## config.mk

```make
export PLATFORM = sky130hd
export DESIGN_NAME = game_display_flat
export DESIGN_NICKNAME = d
export VERILOG_FILES = /design/src/rtl/game_display_if.sv /design/src/rtl/game_display.sv /design/src/flat_wrapper.sv
export SDC_FILE = /design/constraint.sdc
export NUM_CORES = 1
export LEC_CHECK = 0
export ABC_AREA = 1
export CAP_MARGIN = 20
export CORE_ASPECT_RATIO = 1.4
export CORE_UTILIZATION = 50
export CTS_BUF_LIST = sky130_fd_sc_hd__clkbuf_8
export CTS_CLUSTER_DIAMETER = 30
export DETAILED_ROUTE_END_ITERATION = 8
export PLACE_DENSITY_LB_ADDON = 0.25
export SETUP_SLACK_MARGIN = 0.05
export SLEW_MARGIN = 20
export SYNTH_ARGS = -nofsm -noshare
export SYNTH_HDL_FRONTEND = slang
export SYNTH_SLANG_ARGS = --single-unit
```

## constraint.sdc

```tcl
create_clock -name clk -period 1.4 [get_ports clk]
set_clock_uncertainty 0.05 [all_clocks]
set_input_delay 0.42 -clock clk [delete_from_list [all_inputs] [get_ports clk]]
set_output_delay 0.42 -clock clk [all_outputs]
set_load 0.005 [all_outputs]
```

## src/rtl/game_display_if.sv

```systemverilog
// Game-state to display bus: the game block drives state, the display returns the panel drive.
interface game_display_if;
  logic [6:0] pile_size;
  logic [2:0] max_sub;
  logic [2:0] max_add;
  logic       plr_turn;
  logic       win;
  logic       hide;
  logic [3:0] an;
  logic [7:0] seg;

  modport master (output pile_size, max_sub, max_add, plr_turn, win, hide,
                  input  an, seg);
  modport slave  (input  pile_size, max_sub, max_add, plr_turn, win, hide,
                  output an, seg);
endinterface

```

## src/rtl/game_display.sv

```systemverilog
// 4-digit multiplexed seven-segment driver for the subtraction game: frame-coherent
// state snapshot, sequential double-dabble pile conversion, blink on win.
module game_display #(
  parameter int REFRESH_BITS = 16,
  parameter int BLINK_BITS   = 25
) (
  input logic          clk,
  input logic          rst_n,
  game_display_if.slave gd
);
  typedef enum logic {IDLE, CONV} conv_st_e;

  logic [REFRESH_BITS-1:0] dwell_q, dwell_d;
  logic [BLINK_BITS-1:0]   blink_q, blink_d;
  logic [1:0]  idx_q, idx_d;
  logic        started_q, started_d;
  logic [6:0]  sh_pile_q, sh_pile_d;
  logic [2:0]  sh_sub_q, sh_sub_d, sh_add_q, sh_add_d;
  logic        sh_plr_q, sh_plr_d, sh_win_q, sh_win_d, sh_hide_q, sh_hide_d;
  conv_st_e    st_q, st_d;
  logic [2:0]  cnt_q, cnt_d;
  logic [6:0]  bin_q, bin_d;
  logic [11:0] bcd_q, bcd_d;
  logic [3:0]  tens_q, tens_d, ones_q, ones_d;
  logic [3:0]  an_q, an_d;
  logic [7:0]  seg_q, seg_d;

  logic        wrap, frame_start;
  logic [11:0] adj, shifted;
  logic [7:0]  dig;

  function automatic logic [7:0] glyph(input logic [3:0] v);
    case (v)
      4'd0: glyph = 8'hC0;  4'd1: glyph = 8'hF9;  4'd2: glyph = 8'hA4;
      4'd3: glyph = 8'hB0;  4'd4: glyph = 8'h99;  4'd5: glyph = 8'h92;
      4'd6: glyph = 8'h82;  4'd7: glyph = 8'hF8;  4'd8: glyph = 8'h80;
      4'd9: glyph = 8'h90;  default: glyph = 8'hFF;
    endcase
  endfunction

  always_comb begin
    dwell_d     = dwell_q + REFRESH_BITS'(1);
    blink_d     = blink_q + BLINK_BITS'(1);
    wrap        = &dwell_q;
    frame_start = wrap && (idx_q == 2'd0);
    idx_d       = wrap ? idx_q - 2'd1 : idx_q;
    started_d   = started_q | frame_start;

    sh_pile_d = sh_pile_q;  sh_sub_d = sh_sub_q;  sh_add_d  = sh_add_q;
    sh_plr_d  = sh_plr_q;   sh_win_d = sh_win_q;  sh_hide_d = sh_hide_q;
    if (frame_start) begin
      sh_pile_d = gd.pile_size;  sh_sub_d = gd.max_sub;  sh_add_d  = gd.max_add;
      sh_plr_d  = gd.plr_turn;   sh_win_d = gd.win;      sh_hide_d = gd.hide;
    end

    // Double-dabble: add 3 to any BCD nibble >= 5, then shift in the next binary bit
    adj = bcd_q;
    for (int n = 0; n < 3; n++)
      if (bcd_q[n*4 +: 4] >= 4'd5) adj[n*4 +: 4] = bcd_q[n*4 +: 4] + 4'd3;
    shifted = {adj[10:0], bin_q[6]};

    st_d = st_q;  cnt_d = cnt_q;  bin_d = bin_q;  bcd_d = bcd_q;
    tens_d = tens_q;  ones_d = ones_q;
    if (frame_start) begin
      st_d  = CONV;
      cnt_d = 3'd0;
      bin_d = gd.pile_size;
      bcd_d = 12'd0;
    end else if (st_q == CONV) begin
      bcd_d = shifted;
      bin_d = {bin_q[5:0], 1'b0};
      cnt_d = cnt_q + 3'd1;
      if (cnt_q == 3'd6) begin
        tens_d = shifted[7:4];
        ones_d = shifted[3:0];
        st_d   = IDLE;
      end
    end

    case (idx_q)
      2'd3:    dig = sh_win_q ? 8'h8C : (glyph({1'b0, sh_sub_q}) & {~sh_plr_q, 7'h7F});
      2'd2:    dig = sh_win_q ? glyph({3'b0, sh_plr_q} + 4'd1) : glyph({1'b0, sh_add_q});
      2'd1:    dig = sh_win_q ? 8'hC0 : sh_hide_q ? 8'hBF :
                     (sh_pile_q > 7'd99) ? 8'h86 : glyph(tens_q);
      default: dig = sh_win_q ? 8'hC0 : sh_hide_q ? 8'hBF :
                     (sh_pile_q > 7'd99) ? 8'h86 : glyph(ones_q);
    endcase

    an_d  = 4'b1111;
    seg_d = 8'hFF;
    if (started_q && !(sh_win_q && blink_q[BLINK_BITS-1])) begin
      an_d  = ~(4'b0001 << idx_q);
      seg_d = dig;
    end
  end

  always_ff @(posedge clk or negedge rst_n) begin
    if (!rst_n) begin
      dwell_q <= '0;  blink_q <= '0;  idx_q <= 2'd0;  started_q <= 1'b0;
      sh_pile_q <= '0;  sh_sub_q <= '0;  sh_add_q  <= '0;
      sh_plr_q  <= 1'b0; sh_win_q <= 1'b0; sh_hide_q <= 1'b0;
      st_q <= IDLE;  cnt_q <= '0;  bin_q <= '0;  bcd_q <= '0;
      tens_q <= '0;  ones_q <= '0;
      an_q <= 4'b1111;  seg_q <= 8'hFF;
    end else begin
      dwell_q <= dwell_d;  blink_q <= blink_d;  idx_q <= idx_d;  started_q <= started_d;
      sh_pile_q <= sh_pile_d;  sh_sub_q <= sh_sub_d;  sh_add_q  <= sh_add_d;
      sh_plr_q  <= sh_plr_d;   sh_win_q <= sh_win_d;  sh_hide_q <= sh_hide_d;
      st_q <= st_d;  cnt_q <= cnt_d;  bin_q <= bin_d;  bcd_q <= bcd_d;
      tens_q <= tens_d;  ones_q <= ones_d;
      an_q <= an_d;  seg_q <= seg_d;
    end
  end

  assign gd.an  = an_q;
  assign gd.seg = seg_q;
endmodule

```

## src/flat_wrapper.sv

```systemverilog
// flat-port wrapper written by rule: the top's interface ports become plain ports
module game_display_flat 
#(
  parameter int REFRESH_BITS = 16,
  parameter int BLINK_BITS   = 25
)
  (clk, rst_n, gd_pile_size, gd_max_sub, gd_max_add, gd_plr_turn, gd_win, gd_hide, gd_an, gd_seg);
  game_display_if gd_i ();
  input logic clk;
  input logic rst_n;
  input wire logic [$bits(gd_i.pile_size)-1:0] gd_pile_size;
  input wire logic [$bits(gd_i.max_sub)-1:0] gd_max_sub;
  input wire logic [$bits(gd_i.max_add)-1:0] gd_max_add;
  input wire logic [$bits(gd_i.plr_turn)-1:0] gd_plr_turn;
  input wire logic [$bits(gd_i.win)-1:0] gd_win;
  input wire logic [$bits(gd_i.hide)-1:0] gd_hide;
  output wire logic [$bits(gd_i.an)-1:0] gd_an;
  output wire logic [$bits(gd_i.seg)-1:0] gd_seg;
  assign gd_i.pile_size = gd_pile_size;
  assign gd_i.max_sub = gd_max_sub;
  assign gd_i.max_add = gd_max_add;
  assign gd_i.plr_turn = gd_plr_turn;
  assign gd_i.win = gd_win;
  assign gd_i.hide = gd_hide;
  assign gd_an = gd_i.an;
  assign gd_seg = gd_i.seg;
  game_display #(.REFRESH_BITS(REFRESH_BITS), .BLINK_BITS(BLINK_BITS)) u_core (.clk(clk), .rst_n(rst_n), .gd(gd_i));
endmodule
```

==> impl_results.html, run 1 <==
<table>
<tr><th>Metric</th><th>Value</th></tr>
<tr><th colspan="2">Logic synthesis</th></tr>
<tr><td>Portion of netlist area occupied by mux cells</td><td>0%</td></tr>
<tr><td>Post-Synth Simple-Gate Area</td><td>25.20%</td></tr>
<tr><td>Largest family of logic cells by synthesized area</td><td>simple AND/OR/NAND/NOR gates</td></tr>
<tr><td>Count of flip-flops with a built-in enable after synthesis</td><td>0</td></tr>
<tr><td>Leading cell types by count after synthesis</td><td>nand2_1 (185), dfrtp_1 (85), inv_1 (72)</td></tr>
<tr><td>Synth area leaders</td><td>dfrtp_1 (40%), nand2_1 (13%), ha_1 (8.0%), dfstp_2 (5.9%), inv_1 (5.1%)</td></tr>
<tr><td>Number of distinct library cells after synthesis</td><td>36</td></tr>
<tr><td>Flop and latch count out of synthesis</td><td>97</td></tr>
<tr><td>Synthesized-area fraction occupied by adder cells</td><td>8.023%</td></tr>
<tr><td>Synth area leader</td><td>dfrtp_1</td></tr>
<tr><td>Post-synthesis compound-gate area fraction</td><td>7.881%</td></tr>
<tr><td>Most instantiated flip-flop cell in the synthesis netlist</td><td>dfrtp_1</td></tr>
<tr><td>Xor and xnor fraction of the mapped netlist area</td><td>5.781%</td></tr>
<tr><td>Mapped Area</td><td>5303 um^2</td></tr>
<tr><td>Fraction of post-synthesis cell area in the top cell type by area</td><td>40.11%</td></tr>
<tr><td>Proportion of register bits with asynchronous set or reset after synthesis</td><td>100.0%</td></tr>
<tr><td>Gate count of the mapped netlist</td><td>approximately 640</td></tr>
<tr><td>Yosys synthesis warning count</td><td>0</td></tr>
<tr><td>Most instantiated library cell after synthesis</td><td>nand2_1</td></tr>
<tr><td>Mean instance size in the synthesized netlist</td><td>8.298 um^2</td></tr>
<tr><td>Post-synthesis net count</td><td>~700</td></tr>
<tr><td>Part of the Yosys area used for sequential elements</td><td>46.06%</td></tr>
<tr><th colspan="2">Layout</th></tr>
<tr><td>Final core utilization</td><td>76.17%</td></tr>
<tr><td>Number of antenna diodes</td><td>0</td></tr>
<tr><td>Post-layout nets</td><td>between 800 and 900</td></tr>
<tr><td>Synthesis-to-layout area growth</td><td>48.68%</td></tr>
<tr><td>Share of cells above drive strength 1</td><td>43.55%</td></tr>
<tr><td>Post-route insts no fill</td><td>944</td></tr>
<tr><th colspan="2">Timing</th></tr>
<tr><td>Max transition margin</td><td>77.98%</td></tr>
<tr><td>Fmax</td><td>roughly 630 MHz</td></tr>
<tr><td>Post-route fraction of the period consumed by the critical path</td><td>113.6%</td></tr>
<tr><td>RSZ-0062 raised after global routing</td><td>yes</td></tr>
<tr><td>Worst Slack Setup Final</td><td>-0.1903 ns</td></tr>
<tr><td>Final min period</td><td>1.590 ns</td></tr>
<tr><td>Transition time at the pin with the least slew margin</td><td>0.3303 ns</td></tr>
<tr><td>Hold violation count in the final report</td><td>0</td></tr>
<tr><td>Final setup vio count</td><td>a little under 80</td></tr>
<tr><td>Final Max Tran Viols</td><td>0</td></tr>
<tr><th colspan="2">Clocking</th></tr>
<tr><td>CTS clock-pin slew for the worst setup and hold paths</td><td>0.10 ns</td></tr>
<tr><td>Insertion delay to the later sink of the worst-skew pair</td><td>0.38 ns</td></tr>
<tr><td>CTS Root Buffer Type</td><td>clkbuf_8</td></tr>
<tr><td>Number of buffers created by CTS</td><td>9</td></tr>
<tr><td>Bufs on Longest Clock Path</td><td>2</td></tr>
<tr><td>Number of clock sinks seen by CTS</td><td>97</td></tr>
<tr><td>Clock tree from TritonCTS</td><td>built</td></tr>
<tr><td>Total number of H-tree levels</td><td>3</td></tr>
<tr><th colspan="2">Routing</th></tr>
<tr><td>Post-DR wirelength/cell</td><td>14.38 um</td></tr>
<tr><td>Number of detailed-routing iterations run before antenna repair</td><td>4</td></tr>
<tr><td>Total vias in the final route</td><td>4792</td></tr>
<tr><td>Post-detailed-route DRC marker count</td><td>0</td></tr>
<tr><td>Antenna Violating Nets Remaining</td><td>0</td></tr>
<tr><td>Initial detailed-routing violation count</td><td>276</td></tr>
<tr><td>Final WL</td><td>13570 um</td></tr>
<tr><td>Vias per std cell</td><td>around 5.1</td></tr>
<tr><th colspan="2">Pwr</th></tr>
<tr><td>Sequential share of power</td><td>a little under three fifths</td></tr>
<tr><td>Clk pwr share</td><td>41.1%</td></tr>
<tr><td>Comb pwr share</td><td>2.4%</td></tr>
<tr><td>Cell Pwr Density</td><td>roughly 630 nW/um^2</td></tr>
<tr><td>Switching pwr</td><td>1.096 mW</td></tr>
<tr><td>Total leakage power</td><td>roughly 3.8 nW</td></tr>
<tr><td>Proportion of total power due to net switching</td><td>22.09%</td></tr>
<tr><td>Internal Dissipation</td><td>3.865 mW</td></tr>
<tr><td>VDD IR-drop max</td><td>0.6314 mV</td></tr>
<tr><td>Total power after layout</td><td>4.960 mW</td></tr>
<tr><th colspan="2">Critical path</th></tr>
<tr><td>Type of the setup path with the least slack</td><td>reg -&gt; reg</td></tr>
<tr><td>CP max FO</td><td>19</td></tr>
<tr><td>Worst EP arrival</td><td>1.80 ns</td></tr>
<tr><td>Critical Path Source Type</td><td>flop</td></tr>
<tr><td>Capturing element type of the critical path</td><td>flop</td></tr>
<tr><td>Worst path required time</td><td>1.61 ns</td></tr>
<tr><th colspan="2">Global route</th></tr>
<tr><td>Antenna violations before repair</td><td>0</td></tr>
<tr><td>Total routing resource utilization after global routing</td><td>about a quarter</td></tr>
<tr><td>GRT overflow</td><td>0</td></tr>
<tr><td>Number of global-route vias before repair</td><td>4774</td></tr>
<tr><td>Wire length of the first global-routing pass</td><td>21000 um</td></tr>
<tr><td>Maximum number of pins on one net before global-route repair</td><td>52</td></tr>
<tr><th colspan="2">Run</th></tr>
<tr><td>Number of maximum-capacitance violations</td><td>0</td></tr>
<tr><th colspan="2">Floorplanning</th></tr>
<tr><td>Area enclosed by the die boundary</td><td>11030 um^2</td></tr>
<tr><td>Width of the chip</td><td>just under 90 um</td></tr>
<tr><td>Count of boundary I/O pins</td><td>30</td></tr>
<tr><td>Die Height</td><td>123.9 um</td></tr>
<tr><td>Num rows</td><td>44</td></tr>
<tr><td>Placeable Area</td><td>10350 um^2</td></tr>
<tr><td>Effective utilization at floorplan</td><td>51.23%</td></tr>
<tr><th colspan="2">Placed design</th></tr>
<tr><td>Number of instances in the placed design</td><td>886</td></tr>
<tr><td>Routability congestion estimate</td><td>about 0.86</td></tr>
<tr><td>Detailed placer's ending HPWL</td><td>around 8600 um</td></tr>
<tr><td>IO Port Bufs</td><td>29</td></tr>
<tr><th colspan="2">Run status</th></tr>
<tr><td>Failing checks</td><td>setup timing</td></tr>
<tr><td>Outcome</td><td>complete, but fails checks</td></tr>
<tr><th colspan="2">Worst hold path</th></tr>
<tr><td>Worst min path class</td><td>in -&gt; async</td></tr>
</table>
## stage by stage
step                      setup TNS (ns)  worst slack, ns  hold slack, ns  instance area, um^2
after global routing              -13.74          -0.2801          0.3951                 7884
final                             -7.482          -0.1903          0.3776                 7884
after global placement            -3.822          -0.1575          0.2156                 6490
after CTS                         -6.484          -0.1712          0.3591                 7300
after floorplan                  -0.6539         -0.04431         0.07441                 5368
after detailed placement          -6.209          -0.1895          0.2218                 6490
## metal layers
metal	wire length [um]	vias up	GRT usage (%)	share of wire [%]
met5	0	-	0	0
met4	260	0	9.226	1.9
met3	402	20	5.103	3.0
met2	7533	79	46.25	56
met1	5376	2343	28.04	40
li1	-	2350	-	-
## worst paths after layout
kind / from / cells after the start / end / slack [ns]
max: u_core.dwell_q[1] / 7 / u_core.bcd_q[4] / -0.19
min: rst_n / 2 / u_core.sh_sub_q[2] / 0.38
max reg2reg: u_core.dwell_q[1] / 7 / u_core.bcd_q[4] / -0.19
min reg2reg: u_core.blink_q[22] / 1 / u_core.blink_q[22] / 0.43
max in group asynchronous: rst_n / 3 / u_core.dwell_q[3] / 0.42
min in group clk: u_core.blink_q[22] / 1 / u_core.blink_q[22] / 0.43
## what timing repair did
item | in CTS | in global routing
buffers inserted | 30 | 17
endpoints found under the setup margin | 80 | 91
resized for setup | 171 | 120
endpoints found under the hold margin | 1 | 0
hold buffers | 1 | 0
pin swaps | 49 | 62
cloned | 1 | 1
## layout make-up
cell class / instances / area, um^2
clock inverter: 6 / 92.59
fill: 709 / 2466
tap: 138 / 172.7
multi-input combinational: 454 / 3263
clock buffer: 9 / 123.9
inverter: 75 / 291.5
timing repair buffer: 165 / 1491
sequential: 97 / 2449
## power by group through the flow
stage / clock network, mW / registers, mW / logic (mW)
2_1_floorplan: 0 / 2.86 / 0.00000112
3_3_place_gp: 0 / 2.86 / 0.121
3_5_place_dp: 0 / 2.86 / 0.122
4_1_cts: 2.08 / 2.80 / 0.124
5_1_grt: 2.19 / 2.80 / 0.134
6_report: 2.04 / 2.80 / 0.119
## worst max-delay path, stage by stage, from the launching register on
cell     delay, ns
dfrtp_1       0.41
ha_4          0.16
nand3_4       0.11
nor3_4        0.19
nand3_4       0.16
buf_12        0.20
nand3_1       0.10
o21ai_0       0.09
## cells by family (layout without fill, tap and decap cells)
group	Yosys count	after routing
AOI/OAI and AO/OA	80	80
xor gates and xnor gates	35	35
adders and majority gates	34	34
buffers and inverters	89	255
DFF	97	97
and+or+nand+nor	304	305
## cells in the final DEF (no fill, tap or decap), drive strengths merged, types with 10 or more instances in the layout
cell type	count
nand2	188
buf	148
dfrtp	85
inv	74
o21ai	48
nand3	47
nor2	42
ha	34
a21oi	28
xor2	24
clkdlybuf4s50	16
dfstp	12
nor3	12
xnor2	11
nand4	10
## flip-flops by register name, indices dropped and copies added (netlist names), 5 cells and up
register          flops
u_core.bcd_q          8
u_core.bin_q          7
u_core.blink_q       25
u_core.dwell_q       16
u_core.gd.seg         8
u_core.sh_pile_q      5
(Power assumes the default switching activity.)
==> run 2: changes to the inputs <==
clock period = 2 ns   (was 1.4 ns; I/O delays follow)
==> impl_results.html, run 2 (same netlist as run 1, synthesis figures left out) <==
<table>
<tr><th>Metric</th><th>Value</th></tr>
<tr><th colspan="2">Global route</th></tr>
<tr><td>Antenna violations before repair</td><td>0</td></tr>
<tr><td>Total routing resource utilization after global routing</td><td>21.25%</td></tr>
<tr><td>Wire length of the first global-routing pass</td><td>approximately 18000 um</td></tr>
<tr><td>Maximum number of pins on one net before global-route repair</td><td>98</td></tr>
<tr><td>Number of global-route vias before repair</td><td>4112</td></tr>
<tr><td>GRT overflow</td><td>0</td></tr>
<tr><th colspan="2">Routing</th></tr>
<tr><td>Vias per std cell</td><td>~5.1</td></tr>
<tr><td>Initial detailed-routing violation count</td><td>263</td></tr>
<tr><td>Antenna Violating Nets Remaining</td><td>0</td></tr>
<tr><td>Post-detailed-route DRC marker count</td><td>0</td></tr>
<tr><td>Post-DR wirelength/cell</td><td>12.81 um</td></tr>
<tr><td>Final WL</td><td>10410 um</td></tr>
<tr><td>Total vias in the final route</td><td>about 4100</td></tr>
<tr><td>Number of detailed-routing iterations run before antenna repair</td><td>5</td></tr>
<tr><th colspan="2">Critical path</th></tr>
<tr><td>Crit path buffers/inverters</td><td>1</td></tr>
<tr><td>Type of the setup path with the least slack</td><td>reg -&gt; out</td></tr>
<tr><td>Kind of cell adding the most delay to the critical path</td><td>flip-flops</td></tr>
<tr><td>Critical Path Source Type</td><td>flop</td></tr>
<tr><td>Crit Reg-Reg Startpoint</td><td>u_core.dwell_q[0]</td></tr>
<tr><td>FF-to-FF setup slack</td><td>between 0.3 and 0.4 ns</td></tr>
<tr><td>Worst path required time</td><td>between 1 and 1.5 ns</td></tr>
<tr><td>Endpoint of the lowest-slack register-to-register path</td><td>u_core.bin_q[4]</td></tr>
<tr><td>CP max FO</td><td>1</td></tr>
<tr><td>Slowest stage cell, crit path</td><td>dfstp_2</td></tr>
<tr><td>Number of cells on the worst reg-to-reg path</td><td>7</td></tr>
<tr><td>Capturing element type of the critical path</td><td>output port</td></tr>
<tr><td>Worst EP arrival</td><td>about 1.1 ns</td></tr>
<tr><td>Delay of the slowest cell on the worst path</td><td>0.54 ns</td></tr>
<tr><td>Cells along the critical path</td><td>dlygate4sd2_1</td></tr>
<tr><th colspan="2">Timing</th></tr>
<tr><td>Setup TNS</td><td>0 ns</td></tr>
<tr><td>Transition time at the pin with the least slew margin</td><td>0.5390 ns</td></tr>
<tr><td>Final min period</td><td>1.787 ns</td></tr>
<tr><td>Final Max Tran Viols</td><td>0</td></tr>
<tr><td>Worst Slack Setup Final</td><td>between 0.2 and 0.25 ns</td></tr>
<tr><td>Post-route fraction of the period consumed by the critical path</td><td>around nine tenths</td></tr>
<tr><td>Final setup vio count</td><td>0</td></tr>
<tr><td>Fmax</td><td>559.7 MHz</td></tr>
<tr><td>Hold WS</td><td>0.1922 ns</td></tr>
<tr><td>RSZ-0062 raised after global routing</td><td>no</td></tr>
<tr><td>Max transition margin</td><td>64.07%</td></tr>
<tr><td>Hold violation count in the final report</td><td>0</td></tr>
<tr><th colspan="2">Floorplanning</th></tr>
<tr><td>Placeable Area</td><td>slightly above 10000 um^2</td></tr>
<tr><td>Count of boundary I/O pins</td><td>30</td></tr>
<tr><td>Area enclosed by the die boundary</td><td>between 10000 and 15000 um^2</td></tr>
<tr><td>Die Height</td><td>123.9 um</td></tr>
<tr><td>Width of the chip</td><td>89.04 um</td></tr>
<tr><td>Num rows</td><td>44</td></tr>
<tr><td>Effective utilization at floorplan</td><td>51.23%</td></tr>
<tr><th colspan="2">Clocking</th></tr>
<tr><td>Clock tree from TritonCTS</td><td>built</td></tr>
<tr><td>Insertion delay to the later sink of the worst-skew pair</td><td>0.38 ns</td></tr>
<tr><td>Total number of H-tree levels</td><td>3</td></tr>
<tr><td>Setup Buffers After CTS</td><td>0</td></tr>
<tr><td>Number of clock sinks seen by CTS</td><td>97</td></tr>
<tr><td>Bufs on Longest Clock Path</td><td>2</td></tr>
<tr><td>CTS clock-pin slew for the worst setup and hold paths</td><td>around 0.10 ns</td></tr>
<tr><td>CTS Root Buffer Type</td><td>clkbuf_8</td></tr>
<tr><td>Number of instances resized during post-cts repair</td><td>12</td></tr>
<tr><td>Hold bufs inserted after CTS</td><td>0</td></tr>
<tr><td>Number of buffers created by CTS</td><td>9</td></tr>
<tr><th colspan="2">Placed design</th></tr>
<tr><td>Worst slack after detailed placement</td><td>0.2712 ns</td></tr>
<tr><td>Detailed placer's ending HPWL</td><td>7631 um</td></tr>
<tr><td>Routability congestion estimate</td><td>0.8590</td></tr>
<tr><td>IO Port Bufs</td><td>29</td></tr>
<tr><td>Number of instances in the placed design</td><td>796</td></tr>
<tr><th colspan="2">Run</th></tr>
<tr><td>Number of maximum-capacitance violations</td><td>0</td></tr>
<tr><th colspan="2">Layout</th></tr>
<tr><td>Post-layout nets</td><td>between 700 and 800</td></tr>
<tr><td>Final core utilization</td><td>56.84%</td></tr>
<tr><td>Post-route insts no fill</td><td>around 810</td></tr>
<tr><td>Most frequent cells in the layout</td><td>nand2_1 (185), dfrtp_1 (85), inv_1 (73), o21ai_0 (45), nand3_1 (43)</td></tr>
<tr><td>Top Registers</td><td>u_core.blink_q x25, u_core.dwell_q x16</td></tr>
<tr><td>Number of antenna diodes</td><td>0</td></tr>
<tr><td>Area taken by flip-flops and latches</td><td>2442 um^2</td></tr>
<tr><td>Most common library cell in the layout ignoring fill and taps</td><td>nand2_1</td></tr>
<tr><td>Largest register by flop count</td><td>u_core.blink_q</td></tr>
<tr><td>Number of inserted filler cells in the final layout</td><td>about 990</td></tr>
<tr><td>Flip-flop count of the largest register, all copies and words added</td><td>25</td></tr>
<tr><td>Share of cells above drive strength 1</td><td>8.457%</td></tr>
<tr><td>Synthesis-to-layout area growth</td><td>10.95%</td></tr>
<tr><td>Multi-input combinational cell area</td><td>2486 um^2</td></tr>
<tr><th colspan="2">Pwr</th></tr>
<tr><td>Total leakage power</td><td>2.831 nW</td></tr>
<tr><td>VDD IR-drop max</td><td>0.3459 mV</td></tr>
<tr><td>Cell Pwr Density</td><td>543.4 nW/um^2</td></tr>
<tr><th colspan="2">Run status</th></tr>
<tr><td>Outcome</td><td>completed</td></tr>
<tr><th colspan="2">Worst hold path</th></tr>
<tr><td>Worst min path class</td><td>in -&gt; async</td></tr>
</table>
==> run 2: changes by cell type in the layout (fill, tap and decap cells not counted), moves of 27 or more <==
| cell | before | now |
|---|---|---|
| buf_4 | 108 | 3 |
| nand2_1 | 149 | 185 |
| inv_1 | 46 | 73 |
| nand2_2 | 30 | 3 |
| buf_6 | 34 | 0 |
| o21ai_0 | 17 | 45 |
==> run 2: cell type report <==
cell class / instances / share of cell area, %
repair buffers: 33 / 5.572
clock inverters: 6 / 0.5955
multi-input cells: 453 / 42.26
inverters: 75 / 4.785
flip-flops and latches: 97 / 41.51
clock buffers: 10 / 2.339
well taps: 138 / 2.935
==> run 2: per-stage QoR <==
stage | power [mW] | area [um^2]
floorplan | 1.999 | 5303
global placement | 2.078 | 5725
detailed placement | 2.078 | 5725
CTS | 3.231 | 5883
global route | 3.321 | 5883
finish | 3.197 | 5883
==> run 2: routing by layer <==
metal	vias up	share of wire [%]	GRT usage, %
met1	1970	42	24.29
met4	0	2.2	9.425
met5	-	0	0
met3	21	3.3	4.904
met2	58	52	37.50
li1	2082	-	-
==> run 2: worst max-delay path by stage <==
stage,start,endpoint,slack [ns],cells after the start
2_1_floorplan,u_core.dwell_q[0],u_core.ones_q[3],0.51,9
3_3_place_gp,u_core.gd.seg[7],gd_seg[7],0.36,1
3_5_place_dp,u_core.dwell_q[0],u_core.bin_q[4],0.27,7
4_1_cts,u_core.gd.seg[1],gd_seg[1],0.19,1
5_1_grt,u_core.dwell_q[0],u_core.sh_pile_q[2],0.11,7
6_report,u_core.gd.seg[1],gd_seg[1],0.21,1
==> run 2: power by group <==
group          total [mW]  switching (mW)  internal (mW)
clock                1.16           0.683          0.477
combinational      0.0752          0.0427         0.0325
sequential           1.96               0           1.96
total                3.20           0.726           2.47
